**src/rtl/uart_param.sv**
```systemverilog
`default_nettype none
// ============================================================================
// Module   : uart_param
// Function : Full-duplex UART, 16x oversampled RX, valid/ready TX, 5..9 data
//            bits, optional odd/even parity, 1 or 2 stop bits.
// Revision : 1.0  initial release
// ============================================================================
module uart_param #(
  parameter int CLK_DIV    = 27,
  parameter int DATA_BITS  = 9,
  parameter int PARITY_EN  = 1,
  parameter int PARITY_ODD = 1,
  parameter int STOP_BITS  = 1
) (
  input  logic                 clk,
  input  logic                 reset_n,
  input  logic                 tx_valid,
  output logic                 tx_ready,
  input  logic [DATA_BITS-1:0] tx_data,
  output logic                 tx_out,
  output logic                 tx_busy,
  input  logic                 rx_in,
  output logic                 rx_valid,
  output logic [DATA_BITS-1:0] rx_data,
  output logic                 rx_parity_err,
  output logic                 rx_frame_err,
  output logic                 rx_busy
);

  localparam int             c_cw        = $clog2(16 * CLK_DIV);
  localparam logic [c_cw-1:0] c_bit_last  = c_cw'(16 * CLK_DIV - 1);
  localparam logic [c_cw-1:0] c_half_last = c_cw'(8 * CLK_DIV - 1);
  localparam logic [3:0]      c_last_bit  = 4'(DATA_BITS - 1);
  localparam logic            c_last_stop = 1'(STOP_BITS - 1);

  typedef enum logic [2:0] {
    TX_IDLE   = 3'd0,
    TX_START  = 3'd1,
    TX_DATA   = 3'd2,
    TX_PARITY = 3'd3,
    TX_STOP   = 3'd4
  } tx_state_t;

  typedef enum logic [2:0] {
    RX_IDLE   = 3'd0,
    RX_START  = 3'd1,
    RX_DATA   = 3'd2,
    RX_PARITY = 3'd3,
    RX_STOP   = 3'd4,
    RX_WAIT   = 3'd5
  } rx_state_t;

  function automatic logic f_parity(input logic [DATA_BITS-1:0] d);
    return (PARITY_ODD != 0) ? ~^d : ^d;
  endfunction

  // ---------------------------------------------------------------- TX
  tx_state_t             r_tx_state, w_tx_state_next;
  logic [c_cw-1:0]       r_tx_cnt, w_tx_cnt_next;
  logic [3:0]            r_tx_bit, w_tx_bit_next;
  logic                  r_tx_stop, w_tx_stop_next;
  logic [DATA_BITS-1:0]  r_tx_shift, w_tx_shift_next;
  logic                  r_tx_par, w_tx_par_next;
  logic                  r_tx_out, w_tx_out_next;
  logic                  w_tx_bit_end;

  assign w_tx_bit_end = (r_tx_cnt == c_bit_last);

  always_comb begin
    w_tx_state_next = r_tx_state;
    w_tx_cnt_next   = w_tx_bit_end ? '0 : r_tx_cnt + 1'b1;
    w_tx_bit_next   = r_tx_bit;
    w_tx_stop_next  = r_tx_stop;
    w_tx_shift_next = r_tx_shift;
    w_tx_par_next   = r_tx_par;
    w_tx_out_next   = r_tx_out;
    case (r_tx_state)
      TX_IDLE: begin
        w_tx_cnt_next = '0;
        w_tx_out_next = 1'b1;
        if (tx_valid) begin
          w_tx_state_next = TX_START;
          w_tx_shift_next = tx_data;
          w_tx_par_next   = f_parity(tx_data);
          w_tx_out_next   = 1'b0;
        end
      end
      TX_START: if (w_tx_bit_end) begin
        w_tx_state_next = TX_DATA;
        w_tx_bit_next   = '0;
        w_tx_out_next   = r_tx_shift[0];
      end
      TX_DATA: if (w_tx_bit_end) begin
        if (r_tx_bit == c_last_bit) begin
          if (PARITY_EN != 0) begin
            w_tx_state_next = TX_PARITY;
            w_tx_out_next   = r_tx_par;
          end else begin
            w_tx_state_next = TX_STOP;
            w_tx_stop_next  = 1'b0;
            w_tx_out_next   = 1'b1;
          end
        end else begin
          // The shifter always presents the current bit at index 0.
          w_tx_bit_next   = r_tx_bit + 1'b1;
          w_tx_shift_next = r_tx_shift >> 1;
          w_tx_out_next   = r_tx_shift[1];
        end
      end
      TX_PARITY: if (w_tx_bit_end) begin
        w_tx_state_next = TX_STOP;
        w_tx_stop_next  = 1'b0;
        w_tx_out_next   = 1'b1;
      end
      TX_STOP: if (w_tx_bit_end) begin
        if (r_tx_stop == c_last_stop) begin
          w_tx_state_next = TX_IDLE;
        end else begin
          w_tx_stop_next = 1'b1;
        end
        w_tx_out_next = 1'b1;
      end
      default: begin
        w_tx_state_next = TX_IDLE;
        w_tx_out_next   = 1'b1;
      end
    endcase
  end

  always_ff @(posedge clk or negedge reset_n) begin
    if (!reset_n) begin
      r_tx_state <= TX_IDLE;
      r_tx_cnt   <= '0;
      r_tx_bit   <= '0;
      r_tx_stop  <= 1'b0;
      r_tx_shift <= '0;
      r_tx_par   <= 1'b0;
      r_tx_out   <= 1'b1;
    end else begin
      r_tx_state <= w_tx_state_next;
      r_tx_cnt   <= w_tx_cnt_next;
      r_tx_bit   <= w_tx_bit_next;
      r_tx_stop  <= w_tx_stop_next;
      r_tx_shift <= w_tx_shift_next;
      r_tx_par   <= w_tx_par_next;
      r_tx_out   <= w_tx_out_next;
    end
  end

  assign tx_ready = (r_tx_state == TX_IDLE);
  assign tx_busy  = (r_tx_state != TX_IDLE);
  assign tx_out   = r_tx_out;

  // ---------------------------------------------------------------- RX
  logic                  r_rx_meta, r_rxs;
  rx_state_t             r_rx_state, w_rx_state_next;
  logic [c_cw-1:0]       r_rx_cnt, w_rx_cnt_next;
  logic [3:0]            r_rx_bit, w_rx_bit_next;
  logic                  r_rx_stop, w_rx_stop_next;
  logic [DATA_BITS-1:0]  r_rx_shift, w_rx_shift_next;
  logic                  r_rx_perr, w_rx_perr_next;
  logic                  r_rx_ferr, w_rx_ferr_next;
  logic                  r_rx_valid, w_rx_valid_next;
  logic [DATA_BITS-1:0]  r_rx_data, w_rx_data_next;
  logic                  r_rx_perr_o, w_rx_perr_o_next;
  logic                  r_rx_ferr_o, w_rx_ferr_o_next;
  logic                  w_rx_sample;

  // The start bit is checked at half a bit; every later sample is a full bit on.
  assign w_rx_sample = (r_rx_state == RX_START) ? (r_rx_cnt == c_half_last)
                                                : (r_rx_cnt == c_bit_last);

  always_comb begin
    w_rx_state_next  = r_rx_state;
    w_rx_cnt_next    = w_rx_sample ? '0 : r_rx_cnt + 1'b1;
    w_rx_bit_next    = r_rx_bit;
    w_rx_stop_next   = r_rx_stop;
    w_rx_shift_next  = r_rx_shift;
    w_rx_perr_next   = r_rx_perr;
    w_rx_ferr_next   = r_rx_ferr;
    w_rx_valid_next  = 1'b0;
    w_rx_data_next   = r_rx_data;
    w_rx_perr_o_next = r_rx_perr_o;
    w_rx_ferr_o_next = r_rx_ferr_o;
    case (r_rx_state)
      RX_IDLE: begin
        w_rx_cnt_next = '0;
        if (!r_rxs) w_rx_state_next = RX_START;
      end
      RX_START: if (w_rx_sample) begin
        w_rx_state_next = r_rxs ? RX_IDLE : RX_DATA;
        w_rx_bit_next   = '0;
        w_rx_perr_next  = 1'b0;
        w_rx_ferr_next  = 1'b0;
      end
      RX_DATA: if (w_rx_sample) begin
        w_rx_shift_next = {r_rxs, r_rx_shift[DATA_BITS-1:1]};
        if (r_rx_bit == c_last_bit) begin
          w_rx_state_next = (PARITY_EN != 0) ? RX_PARITY : RX_STOP;
          w_rx_stop_next  = 1'b0;
        end else begin
          w_rx_bit_next = r_rx_bit + 1'b1;
        end
      end
      RX_PARITY: if (w_rx_sample) begin
        w_rx_perr_next  = (r_rxs != f_parity(r_rx_shift));
        w_rx_state_next = RX_STOP;
      end
      RX_STOP: if (w_rx_sample) begin
        if (r_rx_stop == c_last_stop) begin
          w_rx_valid_next  = 1'b1;
          w_rx_data_next   = r_rx_shift;
          w_rx_perr_o_next = r_rx_perr;
          w_rx_ferr_o_next = r_rx_ferr | ~r_rxs;
          w_rx_state_next  = r_rxs ? RX_IDLE : RX_WAIT;
        end else begin
          w_rx_stop_next = 1'b1;
          w_rx_ferr_next = r_rx_ferr | ~r_rxs;
        end
      end
      RX_WAIT: begin
        w_rx_cnt_next = '0;
        if (r_rxs) w_rx_state_next = RX_IDLE;
      end
      default: w_rx_state_next = RX_IDLE;
    endcase
  end

  always_ff @(posedge clk or negedge reset_n) begin
    if (!reset_n) begin
      r_rx_meta   <= 1'b1;
      r_rxs       <= 1'b1;
      r_rx_state  <= RX_IDLE;
      r_rx_cnt    <= '0;
      r_rx_bit    <= '0;
      r_rx_stop   <= 1'b0;
      r_rx_shift  <= '0;
      r_rx_perr   <= 1'b0;
      r_rx_ferr   <= 1'b0;
      r_rx_valid  <= 1'b0;
      r_rx_data   <= '0;
      r_rx_perr_o <= 1'b0;
      r_rx_ferr_o <= 1'b0;
    end else begin
      r_rx_meta   <= rx_in;
      r_rxs       <= r_rx_meta;
      r_rx_state  <= w_rx_state_next;
      r_rx_cnt    <= w_rx_cnt_next;
      r_rx_bit    <= w_rx_bit_next;
      r_rx_stop   <= w_rx_stop_next;
      r_rx_shift  <= w_rx_shift_next;
      r_rx_perr   <= w_rx_perr_next;
      r_rx_ferr   <= w_rx_ferr_next;
      r_rx_valid  <= w_rx_valid_next;
      r_rx_data   <= w_rx_data_next;
      r_rx_perr_o <= w_rx_perr_o_next;
      r_rx_ferr_o <= w_rx_ferr_o_next;
    end
  end

  assign rx_valid      = r_rx_valid;
  assign rx_data       = r_rx_data;
  assign rx_parity_err = r_rx_perr_o;
  assign rx_frame_err  = r_rx_ferr_o;
  assign rx_busy       = (r_rx_state != RX_IDLE);

endmodule
`default_nettype wire

```
**config.mk**
```make
export PLATFORM = sky130hd
export DESIGN_NAME = uart_param
export DESIGN_NICKNAME = d
export VERILOG_FILES = /design/src/rtl/uart_param.sv
export SDC_FILE = /design/constraint.sdc
export NUM_CORES = 1
export LEC_CHECK = 0
export BUFFER_PORTS_ARGS = -buffer_cell sky130_fd_sc_hd__buf_2
export CAP_MARGIN = 20
export CORE_MARGIN = 1.5
export CORE_UTILIZATION = 56
export DETAILED_ROUTE_END_ITERATION = 6
export PLACE_DENSITY_LB_ADDON = 0.2
export SKIP_CTS_REPAIR_TIMING = 1
export SYNTH_ARGS = -nofsm -noshare
export SYNTH_HDL_FRONTEND = slang
export SYNTH_SLANG_ARGS = --single-unit
```
**constraint.sdc**
```tcl
create_clock -name clk -period 4.1 [get_ports clk]
set_clock_uncertainty 0.15 [all_clocks]
set_input_delay 0.82 -clock clk [delete_from_list [all_inputs] [get_ports clk]]
set_output_delay 0.82 -clock clk [all_outputs]
set_load 0.005 [all_outputs]
```
* Word level (Yosys, flattened, before mapping)
Index checks and enable logic that the tools add are counted.
Word-level totals: output and inout port bits 16, bits in registers 70, input bits 13
Operators by class: add/subtract/negate cells 4, reductions and logical operators 28, equality and inequality tests 34, muxes and demuxes 60, bitwise gates (word level) 3
Operators by type and width (number):
- two-way mux 9 bit | 7
- two-way mux 3 bit | 16
- != test 2 bit, second input constant | 18
- two-way mux 4 bit | 6
- two-way mux 1 bit | 20
- AND reduction 4 bit | 5
- adder 9 x 1 -> 9 bit, second input constant | 2
- equality test 9 bit, second input constant | 2
- case mux 3 bit (6 select lines) | 1
- case mux 9 bit (2 select lines) | 1
- XNOR reduction 9 bit | 2
- case mux 4 bit (2 select lines) | 2
- case mux 3 bit (5 select lines) | 1
- nonzero test 2 bit | 7
- equality test 3 x 2 -> 1 bit, second input constant | 4
- AND reduction 3 bit | 4
- equality test 3 bit, second input constant | 3
- equality test 9 x 8 -> 1 bit, second input constant | 1
- adder 4 x 1 -> 4 bit, second input constant | 2
- equality test 4 bit, second input constant | 2
- case mux 1 bit (2 select lines) | 4
- AND reduction 8 bit | 1
- AND reduction 7 bit | 1
- equality test 3 x 1 -> 1 bit, second input constant | 2
- 10 further kinds | 15

* Longest topological paths before layout
Gate-level depths: netlist (run 1).
word-level depth 5, depth in mapped cells 8, mapped depth without buffers 7

* Worst setup path before layout (run 1)
OpenSTA, ideal clock, no wires.
path kind flip-flop to flip-flop, from reg r_rx_cnt[0], to reg r_rx_shift[0], setup slack 2091 ps, setup time 125 ps, arrival 1735 ps, cell stages (with the launch flop) 7, buffers on the path 1, required time 3825 ps, cell sequence dfrtp_1 ha_1 and2_1 nand4_1 nor3_1 buf_4 mux2_2
On the way: longest elaborated chain between the ends 3, elaborated cells on any way between the ends 4, classes of those cells 2 x eq/ne; 1 x mux; 1 x reduce/logical
RTL lines:
- start: declaration | RTL line 157 | logic [c_cw-1:0] r_rx_cnt, w_rx_cnt_next;
- start signal: assignment | RTL line 248 | r_rx_cnt <= w_rx_cnt_next;
- equality test 9 bit or equality test 9 x 8 -> 1 bit (tied branches) | RTL line 171, 170
- two-way mux 1 bit * | RTL line 170 | assign w_rx_sample = (r_rx_state == RX_START) ? (r_rx_cnt == c_half_last)
- AND reduction 2 bit (no source line) *
- end signal: assignment | RTL line 251 | r_rx_shift <= w_rx_shift_next;
- end: declaration | RTL line 160 | logic [DATA_BITS-1:0] r_rx_shift, w_rx_shift_next;
Every way passes the cells marked *; elsewhere a longest branch is shown, timed or not. A chain may end at the register's enable or synchronous reset.

* Worst setup path in the final report (run 1)
from reg r_rx_cnt[0], to reg r_rx_data[5], in the netlist rx_data[5]
On the way: longest elaborated chain between the ends 3, elaborated cells on any way between the ends 4, classes of those cells 2 x eq/ne; 1 x mux; 1 x reduce/logical
RTL lines:
- equality test 9 bit or equality test 9 x 8 -> 1 bit (tied branches) | RTL line 171, 170
- two-way mux 1 bit * | RTL line 170
- AND reduction 3 bit (no source line) *
- end signal: assignment | RTL line 255 | r_rx_data <= w_rx_data_next;
- end: declaration | RTL line 164 | logic [DATA_BITS-1:0] r_rx_data, w_rx_data_next;
Marks and branches as above.

==> tab_implementation.tex, run 1 <==
\begin{tabular}{lr}
\hline
Metric & Value \\
\hline
\multicolumn{2}{l}{\textbf{Die}} \\
\quad Die outline area & 0.006529 mm2 \\
\quad Effective utilization at floorplan & 57.59\% \\
\quad Die height & 80.80 um \\
\quad Standard-cell row count & 28 \\
\quad CORE AREA & 0.005886 mm2 \\
\quad Horizontal extent of the die & 80.80 um \\
\quad Number of placed I/O pins & 29 \\
\multicolumn{2}{l}{\textbf{Critical path}} \\
\quad Kind of start point of the critical path & flop \\
\quad Top cell family by delay on the critical path & simple AND/OR/NAND/NOR gates \\
\quad Buffers \& Inverters on Critical Path & 0 \\
\quad Data arrival, critical path & 2630 ps \\
\quad Reg2Reg Setup Slack & 1550 ps \\
\quad Crit end category & flop \\
\quad Cell with the largest stage delay on the worst path & sky130\_fd\_sc\_hd\_\_nor2\_1 \\
\quad Critical path type & reg2reg \\
\quad Max incr delay on CP & 810 ps \\
\quad Worst EP required & 4180 ps \\
\quad Critical path, cell by cell & ha\_1, and2\_1, nand4\_1, nor2\_1, mux2\_2 \\
\quad CP Max Fanout & 13 \\
\multicolumn{2}{l}{\textbf{Power and ir drop}} \\
\quad Power per standard cell area & 462.0 mW/mm2 \\
\quad Worst voltage drop across the vdd grid & 0.0003861 V \\
\quad Lkg Pwr & 0.001730 uW \\
\multicolumn{2}{l}{\textbf{Finish}} \\
\quad Leading cell type in the layout, fill and taps excluded & sky130\_fd\_sc\_hd\_\_dfrtp\_1 \\
\quad \# diodes & 0 \\
\quad Fraction of final layout cells sized beyond drive strength 1 & 21.88\% \\
\quad Layout-stage area growth over the synthesis result & 10.56\% \\
\quad Number of fillers in the final layout & 500 \\
\quad Sequential cell area in the final layout & 0.001705 mm2 \\
\quad Post-layout net count & 375 \\
\quad Area of combinational cells with multiple inputs & 0.001565 mm2 \\
\quad Most frequent cells in the layout & sky130\_fd\_sc\_hd\_\_dfrtp\_1 (65), sky130\_fd\_sc\_hd\_\_nor2\_1 (33), sky130\_fd\_sc\_hd\_\_nand2\_1 (29) \\
\multicolumn{2}{l}{\textbf{Global route}} \\
\quad Initial antenna violation count & 0 \\
\quad Global-route usage over all layers & 21.60\% \\
\quad Maximum number of pins on one net before global-route repair & 58 \\
\quad GR Overflow Total & 0 \\
\quad Global-route wire length before repair & 10.73 mm \\
\quad Vias in the first global route & 2,340 \\
\multicolumn{2}{l}{\textbf{Job}} \\
\quad Number of max-cap violations & 0 \\
\multicolumn{2}{l}{\textbf{Drt}} \\
\quad DR WL/cell & 14.14 um \\
\quad Residual antenna-violating net count after detailed routing & 0 \\
\quad Vias per inst & 5.493 \\
\quad Final routed DRC violation total & 0 \\
\quad DR vias & 2,395 \\
\quad Aggregate routed wire length & 6.167 mm \\
\quad Count of TritonRoute iterations in the first routing pass & 4 \\
\quad Number of DRC markers after the initial detailed-route iteration & 131 \\
\multicolumn{2}{l}{\textbf{CTS}} \\
\quad Total clock buffers created by CTS & 9 \\
\quad CTS HTree Levels & 3 \\
\quad CTS root buf & sky130\_fd\_sc\_hd\_\_clkbuf\_8 \\
\quad Maximum root-to-sink buffer count & 2 \\
\quad Clock tree from TritonCTS & done \\
\quad Clock-pin transition on the worst setup and hold timing paths & 80 ps \\
\quad CTS Sinks & 68 \\
\quad Clock insertion delay at the later pin of the skew report & 340 ps \\
\multicolumn{2}{l}{\textbf{Place}} \\
\quad Final RePlAce weighted congestion & 0.7807 \\
\quad Final HPWL from detailed placement & 4.249 mm \\
\quad Count of input and output buffers & 28 \\
\multicolumn{2}{l}{\textbf{Logic synthesis}} \\
\quad Leading cell types by total area after synthesis & sky130\_fd\_sc\_hd\_\_dfrtp\_1 (48\%), sky130\_fd\_sc\_hd\_\_mux2\_2 (6.3\%), sky130\_fd\_sc\_hd\_\_xnor2\_1 (4.7\%), sky130\_fd\_sc\_hd\_\_nor2\_1 (3.7\%), sky130\_fd\_sc\_hd\_\_xor2\_1 (3.4\%) \\
\quad Count of yosys warnings during synthesis & 0 \\
\quad Biggest area consumer among synthesized cells & sky130\_fd\_sc\_hd\_\_dfrtp\_1 \\
\quad Proportion of netlist area held by the largest area contributor & 47.99\% \\
\quad Synthesized net count & 344 \\
\quad Most common flop cell mapped by yosys & sky130\_fd\_sc\_hd\_\_dfrtp\_1 \\
\quad Mean instance size in the synthesized netlist & 10.43 um2 \\
\quad Yosys cell types & 52 \\
\quad Synthesized cell area & 0.003390 mm2 \\
\quad Count of mapped cells out of synthesis & 325 \\
\quad Async S/R FF share, synth & 100.0\% \\
\quad Share of synthesized area occupied by flip-flops and latches & 50.31\% \\
\quad Number of enable flip-flop cells after synthesis & 0 \\
\quad Register bit total from synthesis & 68 \\
\multicolumn{2}{l}{\textbf{Timing}} \\
\quad Number of pins exceeding their max-slew limit in the final report & 0 \\
\quad Sum Neg Setup Slack & 0 ps \\
\quad Headroom to the max-slew limit & 34.67\% \\
\quad Unrepaired setup endpoints after global routing & false \\
\quad Period Utilization, post-route & 62.12\% \\
\quad Setup violations, final & 0 \\
\quad Highest achievable clock rate & 392.7 MHz \\
\quad Clock period minus worst slack & 2547 ps \\
\quad Final count of hold timing violations & 0 \\
\quad Transition at the pin with the smallest max-transition slack & 976.4 ps \\
\quad Worst hold slack & 174.3 ps \\
\multicolumn{2}{l}{\textbf{Min path}} \\
\quad Min-Delay Path Class & in2async \\
\multicolumn{2}{l}{\textbf{Run status}} \\
\quad Outcome & finished, final reports clean \\
\hline
\end{tabular}
==> sequential cells by signal, summed over array words and instances, names as in the netlist, 3 cells and up <==
signal,flops
r_tx_state,3
r_rx_bit,4
rx_data,9
r_tx_bit,4
r_tx_shift,9
r_rx_shift,9
r_rx_state,3
r_rx_cnt,9
r_tx_cnt,9
==> routing by layer <==
metal / track usage, % / share of wire, %
met5: 0 / 0
met4: 11.03 / 2.6
met3: 4.382 / 2.3
met2: 33.00 / 46
met1: 29.19 / 49
==> path summary, 6_finish.rpt <==
| path | from | end | cells after the start |
|---|---|---|---|
| hold reg to reg | r_rx_meta | r_rxs | 0 |
| hold / removal | reset_n | r_rx_shift[0] | 1 |
| min in group clk | r_rx_meta | r_rxs | 0 |
| setup reg to reg | r_rx_cnt[0] | rx_data[5] | 5 |
| setup / recovery | r_rx_cnt[0] | rx_data[5] | 5 |
| max in group asynchronous | reset_n | r_rx_cnt[0] | 2 |
==> power by group <==
group | internal (uW) | switching [uW]
Combinational | 175 | 248
Sequential | 759 | 71.3
Clock | 216 | 262
==> cell families after synthesis <==
family	Yosys count	share of synthesized area [%]
muxes	23	7.494
xor gates and xnor gates	31	8.010
buffers and inverters	25	3.507
adders and majority gates	6	2.215
DFF	68	50.31
AOI/OAI and AO/OA	48	9.376
and+or+nand+nor	124	19.08
==> stage by stage <==
stage | power (uW) | worst slack, ps | cells | cell area (um2) | utilization (%)
4_1_cts | 1752 | 1510 | 436 | 3747 | 63.67
3_5_place_dp | 1270 | 1521 | 420 | 3580 | 60.82
2_1_floorplan | 1171 | 2091 | 325 | 3390 | -
6_report | 1731 | 1553 | 436 | 3747 | 63.67
5_1_grt | 1844 | 1340 | 436 | 3747 | 63.67
3_3_place_gp | 1256 | 1594 | 420 | 3580 | 60.82
==> worst reg2reg max path: stages (launching register included) <==
cell	delay, ps
sky130_fd_sc_hd__dfrtp_1	410
sky130_fd_sc_hd__ha_1	280
sky130_fd_sc_hd__and2_1	180
sky130_fd_sc_hd__nand4_1	200
sky130_fd_sc_hd__nor2_1	810
sky130_fd_sc_hd__mux2_2	420
==> cell type report <==
cell class | count | share of cell area [%]
Clock buffer | 9 | 3.306
Timing Repair Buffer | 31 | 4.341
Clock inverter | 7 | 1.169
Sequential cell | 68 | 45.51
Multi-Input combinational cell | 232 | 41.77
Tap cell | 75 | 2.504
Inverter | 14 | 1.402
==> Yosys cell counts, types with 2 or more instances <==
| cell | instances |
|---|---|
| sky130_fd_sc_hd__a211oi_1 | 2 |
| sky130_fd_sc_hd__a21oi_1 | 7 |
| sky130_fd_sc_hd__a31oi_1 | 14 |
| sky130_fd_sc_hd__and2_1 | 3 |
| sky130_fd_sc_hd__and3_1 | 4 |
| sky130_fd_sc_hd__and4_1 | 2 |
| sky130_fd_sc_hd__buf_2 | 5 |
| sky130_fd_sc_hd__buf_4 | 3 |
| sky130_fd_sc_hd__clkbuf_1 | 2 |
| sky130_fd_sc_hd__dfrtp_1 | 65 |
| sky130_fd_sc_hd__dfstp_2 | 3 |
| sky130_fd_sc_hd__ha_1 | 6 |
| sky130_fd_sc_hd__inv_1 | 13 |
| sky130_fd_sc_hd__mux2_2 | 19 |
| sky130_fd_sc_hd__mux2i_1 | 4 |
| sky130_fd_sc_hd__nand2_1 | 29 |
| sky130_fd_sc_hd__nand2b_1 | 7 |
| sky130_fd_sc_hd__nand3_1 | 14 |
| sky130_fd_sc_hd__nand3b_1 | 2 |
| sky130_fd_sc_hd__nand4_1 | 4 |
| sky130_fd_sc_hd__nor2_1 | 33 |
| sky130_fd_sc_hd__nor2b_1 | 5 |
| sky130_fd_sc_hd__nor3_1 | 2 |
| sky130_fd_sc_hd__nor3b_1 | 2 |
| sky130_fd_sc_hd__nor4_1 | 2 |
| sky130_fd_sc_hd__o21ai_0 | 11 |
| sky130_fd_sc_hd__o31ai_1 | 2 |
| sky130_fd_sc_hd__or2b_1 | 2 |
| sky130_fd_sc_hd__or3_1 | 6 |
| sky130_fd_sc_hd__xnor2_1 | 18 |
| sky130_fd_sc_hd__xor2_1 | 13 |
No activity file was read; power rests on OpenSTA's default activity.
==> run 2: changes to the inputs <==
clock period = 2.6 ns   (was 4.1 ns; I/O delays follow)
==> tab_implementation.tex, run 2 (synthesis results as in run 1) <==
\begin{tabular}{lr}
\hline
Metric & Value \\
\hline
\multicolumn{2}{l}{\textbf{Power and ir drop}} \\
\quad Worst voltage drop across the vdd grid & 0.0005161 V (was 0.0003861 V) \\
\quad Lkg Pwr & 0.001768 uW (was 0.001730 uW) \\
\quad Power per standard cell area & 755.5 mW/mm2 (was 462.0 mW/mm2) \\
\multicolumn{2}{l}{\textbf{Global route}} \\
\quad Vias in the first global route & 2,380 (was 2,340) \\
\quad Initial antenna violation count & 0 (unchanged) \\
\quad Maximum number of pins on one net before global-route repair & 69 (was 58) \\
\quad Global-route usage over all layers & 22.09\% (was 21.60\%) \\
\quad GR Overflow Total & 0 (unchanged) \\
\quad Global-route wire length before repair & 11.11 mm (was 10.73 mm) \\
\multicolumn{2}{l}{\textbf{CTS}} \\
\quad Maximum root-to-sink buffer count & 2 (unchanged) \\
\quad Total clock buffers created by CTS & 9 (unchanged) \\
\quad Clock insertion delay at the later pin of the skew report & 330 ps (was 340 ps) \\
\quad CTS Sinks & 68 (unchanged) \\
\quad Clock tree from TritonCTS & done (unchanged) \\
\quad CTS HTree Levels & 3 (unchanged) \\
\quad Clock-pin transition on the worst setup and hold timing paths & 80 ps (about the same) \\
\quad CTS root buf & sky130\_fd\_sc\_hd\_\_clkbuf\_8 (unchanged) \\
\multicolumn{2}{l}{\textbf{Run status}} \\
\quad Outcome & finished, final reports clean (unchanged) \\
\multicolumn{2}{l}{\textbf{Timing}} \\
\quad Period Utilization, post-route & 84.72\% (was 62.12\%) \\
\quad Final count of hold timing violations & 0 (unchanged) \\
\quad Clock period minus worst slack & 2203 ps (was 2547 ps) \\
\quad Headroom to the max-slew limit & 57.14\% (was 34.67\%) \\
\quad Unrepaired setup endpoints after global routing & false (unchanged) \\
\quad Sum Neg Setup Slack & 0 ps (unchanged) \\
\quad Number of pins exceeding their max-slew limit in the final report & 0 (unchanged) \\
\quad Highest achievable clock rate & 454.0 MHz (was 392.7 MHz) \\
\quad Setup violations, final & 0 (unchanged) \\
\quad Transition at the pin with the smallest max-transition slack & 638.6 ps (was 976.4 ps) \\
\multicolumn{2}{l}{\textbf{Die}} \\
\quad CORE AREA & 0.005886 mm2 (unchanged) \\
\quad Standard-cell row count & 28 (unchanged) \\
\quad Die height & 80.80 um (unchanged) \\
\quad Number of placed I/O pins & 29 (unchanged) \\
\quad Horizontal extent of the die & 80.80 um (unchanged) \\
\quad Die outline area & 0.006529 mm2 (unchanged) \\
\quad Effective utilization at floorplan & 57.59\% (unchanged) \\
\multicolumn{2}{l}{\textbf{Critical path}} \\
\quad Critical path type & reg2reg (unchanged) \\
\quad Cell with the largest stage delay on the worst path & sky130\_fd\_sc\_hd\_\_dfrtp\_1 (was sky130\_fd\_sc\_hd\_\_nor2\_1) \\
\quad Max incr delay on CP & 410 ps (was 810 ps) \\
\quad Kind of start point of the critical path & flop (unchanged) \\
\quad Worst EP required & 2670 ps (was 4180 ps) \\
\quad CP Max Fanout & 11 (was 13) \\
\quad Data arrival, critical path & 2270 ps (was 2630 ps) \\
\quad Crit end category & flop (unchanged) \\
\quad Critical path, cell by cell & ha\_1, and2\_1, nand4\_1, nor3\_1, buf\_4, mux2\_2 (was ha\_1, and2\_1, nand4\_1, nor2\_1, mux2\_2) \\
\multicolumn{2}{l}{\textbf{Finish}} \\
\quad Layout-stage area growth over the synthesis result & 12.62\% (was 10.56\%) \\
\quad Fraction of final layout cells sized beyond drive strength 1 & 22.25\% (was 21.88\%) \\
\quad Post-Layout Cell Count & 439 (was 436) \\
\quad \# diodes & 0 (unchanged) \\
\quad Most frequent cells in the layout & sky130\_fd\_sc\_hd\_\_dfrtp\_1 (65), sky130\_fd\_sc\_hd\_\_nor2\_1 (33), sky130\_fd\_sc\_hd\_\_nand2\_1 (29) (unchanged) \\
\quad Leading cell type in the layout, fill and taps excluded & sky130\_fd\_sc\_hd\_\_dfrtp\_1 (unchanged) \\
\quad Final design area excluding fillers & 0.003817 mm2 (was 0.003747 mm2) \\
\quad Post-layout net count & 378 (was 375) \\
\multicolumn{2}{l}{\textbf{Place}} \\
\quad Placed insts & 423 (was 420) \\
\quad Placed Area & 0.003615 mm2 (was 0.003580 mm2) \\
\quad Final HPWL from detailed placement & 4.465 mm (was 4.249 mm) \\
\quad Final RePlAce weighted congestion & 0.8492 (was 0.7807) \\
\quad Count of input and output buffers & 28 (unchanged) \\
\multicolumn{2}{l}{\textbf{Drt}} \\
\quad Vias per inst & 5.565 (was 5.493) \\
\quad Residual antenna-violating net count after detailed routing & 0 (unchanged) \\
\quad Aggregate routed wire length & 6.391 mm (was 6.167 mm) \\
\quad DR vias & 2,443 (was 2,395) \\
\quad Count of TritonRoute iterations in the first routing pass & 4 (unchanged) \\
\quad Final routed DRC violation total & 0 (unchanged) \\
\quad Number of DRC markers after the initial detailed-route iteration & 95 (was 131) \\
\quad DR WL/cell & 14.56 um (was 14.14 um) \\
\multicolumn{2}{l}{\textbf{Job}} \\
\quad Number of max-cap violations & 0 (unchanged) \\
\multicolumn{2}{l}{\textbf{Min path}} \\
\quad Min-Delay Path Class & in2async (unchanged) \\
\hline
\end{tabular}
-- run 2: final timing paths --
kind / start / to / slack, ps / cells after the start
max in group asynchronous: reset_n / r_rxs / 1920 / 2
min reg2reg: r_rx_meta / r_rxs / 210 / 0
min: reset_n / r_rx_shift[0] / 40 / 2
max reg2reg: r_rx_cnt[0] / r_rx_shift[3] / 400 / 6
min in group clk: rx_in / r_rx_meta / 150 / 1
max: r_rx_cnt[0] / r_rx_shift[3] / 400 / 6
-- run 2: final cells by class --
class                           instances  area (um2)
Tap cell                               75       93.84
Timing Repair Buffer                   34       197.7
Multi-Input combinational cell        232        1565
Clock buffer                           12       155.1
Fill cell                             517        2068
Sequential cell                        68        1705
Clock inverter                          4       47.55
Inverter                               14       52.55
-- run 2: critical path: cells and delay by family, from the launching register on --
kind	cells	cell delay, ps
simple gates	3	660
fa+ha+maj	1	280
buf+inv	1	240
flops	1	410
mux	1	360
-- run 2: per-layer routing --
layer / track usage [%] / wire (um)
met1: 30.10 / 3075
met2: 35.08 / 3049
met3: 3.708 / 162
met4: 9.138 / 104
met5: 0 / 0
-- run 2: per-stage QoR --
step	hold slack (ps)	utilization (%)	power, uW	setup slack [ps]
after global placement	197.1	61.42	2004	509.3
after detailed placement	199.3	61.42	2031	409.4
after floorplan	74.41	-	1846	590.7
after CTS	60.03	64.86	2916	382.2
after global routing	74.08	64.86	3063	283.6
final	38.18	64.86	2884	397.2
-- run 2: where the power goes --
| part | total (uW) | leakage [uW] | internal, uW | switching [uW] |
|---|---|---|---|---|
| Clock | 883 | 0.000102 | 493 | 390 |
| Combinational | 691 | 0.000774 | 295 | 396 |
| Sequential | 1310 | 0.000892 | 1200 | 114 |
